==> config.mk <==
export PLATFORM = sky130hd
export DESIGN_NAME = rr_arbiter8
export DESIGN_NICKNAME = d
export VERILOG_FILES = /design/src/rtl/rr_arbiter8.sv
export SDC_FILE = /design/constraint.sdc
export NUM_CORES = 1
export LEC_CHECK = 0
export ABC_AREA = 1
export BUFFER_PORTS_ARGS = -buffer_cell sky130_fd_sc_hd__buf_2
export CAP_MARGIN = 10
export CORE_MARGIN = 2
export CORE_UTILIZATION = 35
export DETAILED_ROUTE_END_ITERATION = 12
export SYNTH_ARGS = -nofsm -noshare
export SYNTH_HDL_FRONTEND = slang
export SYNTH_SLANG_ARGS = --single-unit
==> constraint.sdc <==
create_clock -name clk -period 2.43 [get_ports clk]
set_input_delay 0.486 -clock clk [delete_from_list [all_inputs] [get_ports clk]]
set_output_delay 0.486 -clock clk [all_outputs]
set_load 0.05 [all_outputs]
==> src/rtl/rr_arbiter8.sv <==
// Eight-channel round-robin arbiter with bounded grant tenure.
// The granted index and enable are registered so they can drive a 3-to-8 decoder directly.
module rr_arbiter8 #(
  parameter int MAX_HOLD = 16
) (
  input  logic       clk,
  input  logic       rst_n,
  input  logic [7:0] req,
  input  logic       grant_release,  // current grantee is done (ignored while en=0)
  output logic [2:0] a,
  output logic       en,
  output logic       timeout
);

  typedef enum logic [0:0] {
    IDLE  = 1'b0,
    GRANT = 1'b1
  } state_t;

  localparam logic [7:0] HOLD_LAST = 8'(MAX_HOLD - 1);

  state_t     state;
  logic [2:0] ptr;
  logic [7:0] hold;
  logic [2:0] pick;
  logic       stop_normal;
  logic       stop_limit;

  // First set request bit at or after p, wrapping 7 -> 0.
  function automatic logic [2:0] rr_pick(input logic [7:0] r, input logic [2:0] p);
    logic [2:0] idx;
    logic [2:0] res;
    logic       found;
    res   = p;
    found = 1'b0;
    for (int i = 0; i < 8; i++) begin
      idx = p + 3'(i);
      if (!found && r[idx]) begin
        res   = idx;
        found = 1'b1;
      end else begin
        res   = res;
        found = found;
      end
    end
    return res;
  endfunction

  // Next-grant choice and the two ways a tenure can end.
  always_comb begin
    pick        = rr_pick(req, ptr);
    stop_normal = grant_release | ~req[a];
    stop_limit  = (hold == HOLD_LAST);
  end

  // Arbiter state machine; every output is a register.
  always_ff @(posedge clk or negedge rst_n) begin
    if (!rst_n) begin
      state   <= IDLE;
      ptr     <= 3'd0;
      a       <= 3'd0;
      en      <= 1'b0;
      timeout <= 1'b0;
      hold    <= 8'd0;
    end else begin
      case (state)
        IDLE: begin
          timeout <= 1'b0;
          if (req != 8'h00) begin
            a     <= pick;
            en    <= 1'b1;
            hold  <= 8'd0;
            state <= GRANT;
          end else begin
            en    <= 1'b0;
            state <= IDLE;
          end
        end
        GRANT: begin
          if (stop_normal || stop_limit) begin
            // A release or dropped request wins over the hold limit: no timeout then.
            state   <= IDLE;
            en      <= 1'b0;
            ptr     <= a + 3'd1;
            hold    <= 8'd0;
            timeout <= stop_limit & ~stop_normal;
          end else begin
            state   <= GRANT;
            en      <= 1'b1;
            hold    <= hold + 8'd1;
            timeout <= 1'b0;
          end
        end
        default: begin
          state   <= IDLE;
          en      <= 1'b0;
          timeout <= 1'b0;
          hold    <= 8'd0;
        end
      endcase
    end
  end

endmodule

* After elaboration in Yosys (flattened, before gate mapping) *
Index checks and enable logic that the tools add are counted.

word-level totals
  register bits = 16
  word-level logic and storage cells = 88
  output and inout port bits = 5
  input bits = 11

operators by class
  reductions and logical operators = 18
  add/sub/neg operators = 9
  bitwise logic cells = 5
  eq/ne operators = 2
  order comparisons = 9
  muxes and demuxes = 40

operators with widths
  kind                                                 number
  < comparator 3 x 4 -> 1 bit, second input constant   9
  binary-select mux 1 bit (select 3 bit)               9
  2-to-1 mux 3 bit                                     7
  2-to-1 mux 1 bit                                     19
  2-to-1 mux 8 bit                                     2
  case mux 8 bit (2 select lines)                      1
  adder 3 bit, second input constant                   4
  adder 8 x 1 -> 8 bit, second input constant          1
  equality test 8 x 4 -> 1 bit, second input constant  1
  nonzero test 8 bit                                   1
  logical AND 1 bit                                    7
  zero test 1 bit                                      7
  adder 3 x 1 -> 3 bit, second input constant          2
  adder 3 x 2 -> 3 bit, second input constant          2
  case mux 1 bit (2 select lines)                      2
  AND reduction 2 bit                                  2
  inverter 1 bit                                       3
  != test 2 bit, second input constant                 1
  bitwise AND 1 bit                                    1
  logical OR 1 bit                                     1
  bitwise OR 1 bit                                     1

* Depth between registers and ports, before layout *
  depth after elaboration = 24
  gate-level depth with buffers = 20
  gate-level depth less buffers = 19

* Least setup slack after synthesis *
No wires, ideal clock.

  path type = reg-to-reg
  start = register ptr[1]
  end = register a[2]
  clock period less this slack = 2.113 ns
  cell stages (with the launch flop) = 18
  required time = 2.312 ns
  arrival time = 1.995 ns
  buffers on the path = 1
  library setup time = 0.118 ns
  slack = 0.317 ns
  cell sequence = dfrtp_1 buf_6 inv_2 ha_1 inv_2 nand3_1 nand2_1 nand2_1 nand2_2 nand3_2 nor2_4 nand3_1 o21ai_1 inv_1 nand2_1 nand2_1 nand2_1 nand2_1

between the ends
  longest elaborated chain between the ends = 24
  elaborated cells on any way between the ends = 51
  those cells by class = add/sub: 7; mux: 30; reduce/logical: 14

ends and longest elaborated chain
  item                                                           RTL line  source
  from (decl)                                                    23        logic [2:0] ptr;
  from (signal assigned)                                         84        ptr <= a + 3'd1;
  branches (longest 23 deep; another with adder 3 x 1 -> 3 bit)  -
  2-to-1 mux 3 bit *                                             38        if (!found && r[idx]) begin
  to (signal assigned)                                           70        a <= pick;
  to (decl)                                                      10        output logic [2:0] a,

Every way passes the cells marked *. The select of a mux whose other input is x is not followed.
A chain may end at the register's enable or synchronous reset.

* Worst setup path after layout *
  start = register ptr[0]
  end = register a[0]

Same word-level chain as after synthesis.

==> impl_metrics.tcl <==
set metrics [dict create \
    synth-seq-cells 16 \
    post-place-ws_ns 0.1951 \
    drtIter0Drc 109 \
    dr.pass1.iters 4 \
    netlist_area_mm2 0.001524 \
    synth-main-ff-cell "dfrtp_1" \
    area_delta_synth_final_pct 14.53 \
    syn-num-nets 244 \
    drv_slew 0 \
    cts_max_level 1 \
    yosysSeqAreaShare_pct 26.27 \
    coreArea_mm2 0.004086 \
    outcome "finished, final reports clean" \
    timing.final.crit_share_pct 91.20 \
    holdBufCountCts 0 \
    dieHeight_um 69.99 \
    fin_skew_ns 0.004870 \
    grt_pass1_vias 1392 \
    crit_path_cell_trace "buf_4 -> ha_1 -> xnor2_4 -> nand2_1 -> nand2_2 -> nand3_2 -> nor2_4 -> nand2_2 -> nor2_4 -> nand2_2 -> nand2_1 -> nand2_1 -> nand3_1 -> o21ai_0" \
    io_pins 16 \
    cap_violations 0 \
    hpwl_um 2944 \
    start_util_pct 37.29 \
    ant_nets 0 \
    final_util_pct 42.71 \
    relSlewSlack_pct 68.86 \
    startpoint_type "flop" \
    synth_edf_count 0 \
    avgSynthCellArea_um2 6.655 \
    clk_latency_ns 0.25 \
    cp_slowest_stage_delay_ns 0.38 \
    mostFrequentLayoutCell "nand2_1" \
    worstReg2RegStart "ptr[0]" \
    drive_gt1_share_pct 19.05 \
    grt.total_usage_pct 16.02 \
    place.gp.congestion 0.8712 \
    rows 23 \
    synthArstFlopShare_pct 100.0 \
    grt_max_degree 17 \
    n_antenna_cell 0 \
    routedWlPerCell_um 12.26 \
    grt_pass1_wl_um 6451 \
    timing.hold.ws_ns 0.1307 \
    clkSinkCount 16 \
    drc 0 \
    io_buffers 15 \
    critPathArrivalTime_ns 2.35 \
    critPathSlowestCell "dfrtp_1" \
    worstSetupPathType "flop to flop" \
    cts_root_buf "clkbuf_8" \
    netlist_instances 229 \
    fmax_mhz 451.2 \
    critPathBufInv 1 \
    critical-path-top-delay-family "simple AND/OR/NAND/NOR gates" \
    vias 1498 \
    tightest_slew_ns 0.4643 \
    critPathRequiredTime_ns 2.57 \
    finalHoldViolCount 0 \
    fp.dieW_um 69.99 \
    routed_wl_um 3704 \
    clkTransAtPathRegs_ns 0.06 \
    end_kind "flop" \
    antenna_found_initial 0 \
    post-route-min-period_ns 2.216 \
    crit_start "ptr[0]" \
    hold_class "input port to asynchronous set/reset pin" \
    crit_path_max_fanout 11 \
    cts_buffer_depth 2 \
    cts_tree "yes" \
    synth.distinct_cells 30 \
    setup_viol 0 \
    fin_nets 268 \
    yosysWarnings 0 \
    layout_common_cells "nand2_1 (67), nand3_1 (38), inv_1 (25)" \
    fin_ws_ns 0.2139 \
    dieArea_mm2 0.004898 \
    vias_per_cell 4.960 \
    overflow 0 \
    cts_made_buffers 3 \
]
==> worst register-to-register path: stages, from the launching register on <==
cell	delay, ns
dfrtp_1	0.38
buf_4	0.18
ha_1	0.30
xnor2_4	0.24
nand2_1	0.10
nand2_2	0.08
nand3_2	0.09
nor2_4	0.14
nand2_2	0.08
nor2_4	0.14
nand2_2	0.09
nand2_1	0.09
nand2_1	0.05
nand3_1	0.06
o21ai_0	0.08
==> sequential cells by signal, indices dropped and copies added (netlist names) <==
signal   cells
a            3
hold         8
ptr          3
state        1
timeout      1
==> per-stage QoR <==
stage           TNS [ns]  cells  area, um^2
6_report               0    302        1745
5_1_grt        -0.004542    302        1745
4_1_cts                0    300        1720
3_5_place_dp           0    296        1665
3_3_place_gp           0    296        1665
2_1_floorplan          0    229        1524
==> final cells by class <==
class,count,area (um^2)
flip-flops and latches,16,400.4
fillers,454,2341
multi-input cells,179,983.4
well taps,50,62.56
clock buffers,4,55.05
inverters,31,116.4
repair buffers,22,127.6
==> what timing repair did <==
action / 4_1_cts / 5_1_grt
resized for setup: 0 / 3
setup endpoints to repair: 0 / 3
buffers inserted: 0 / 2
==> worst paths after layout <==
check                      cells past startpoint  endpoint  slack (ns)
max in group asynchronous                      1   hold[4]        2.04
min in group clk                               3   timeout        0.55
setup reg to reg                              14      a[0]        0.21
hold reg to reg                                3   timeout        0.58
hold / removal                                 1      a[0]        0.13
setup / recovery                              14      a[0]        0.21
==> cell usage after synthesis, types with 3 or more instances <==
cell type	number	area [um^2]
nor3_1	5	25.02
a21oi_1	6	30.03
dfrtp_1	16	400.4
inv_1	25	93.84
o21ai_0	9	45.04
nand2_1	67	251.5
nand2_2	4	25.02
inv_2	5	18.77
ha_1	4	50.05
xor2_1	6	52.55
nand3_1	39	195.2
buf_6	3	33.78
a31oi_1	3	18.77
o22ai_1	6	37.54
xnor2_1	3	26.28
nor2_1	9	33.78
==> routing by layer <==
metal  vias to the layer above  global-route usage (%)  wire length [um]
li1                        798                       -                 -
met1                       672                   21.66              1768
met2                        23                   26.77              1750
met3                         5                   1.587               129
met4                         0                   5.128                56
met5                         -                       0                 0
==> cells by family (layout without fill, tap and decap cells) <==
family | Yosys count | after routing | synth area share, %
AOI/OAI and AO/OA | 30 | 30 | 11.41
xor gates and xnor gates | 12 | 12 | 9.114
DFF | 16 | 16 | 26.27
and+or+nand+nor | 133 | 133 | 40.07
adders and majority gates | 4 | 4 | 3.284
buffers and inverters | 34 | 57 | 9.852
Power is not shown: default switching activity piles up to over one toggle a cycle in this logic, so the estimate is an artifact.
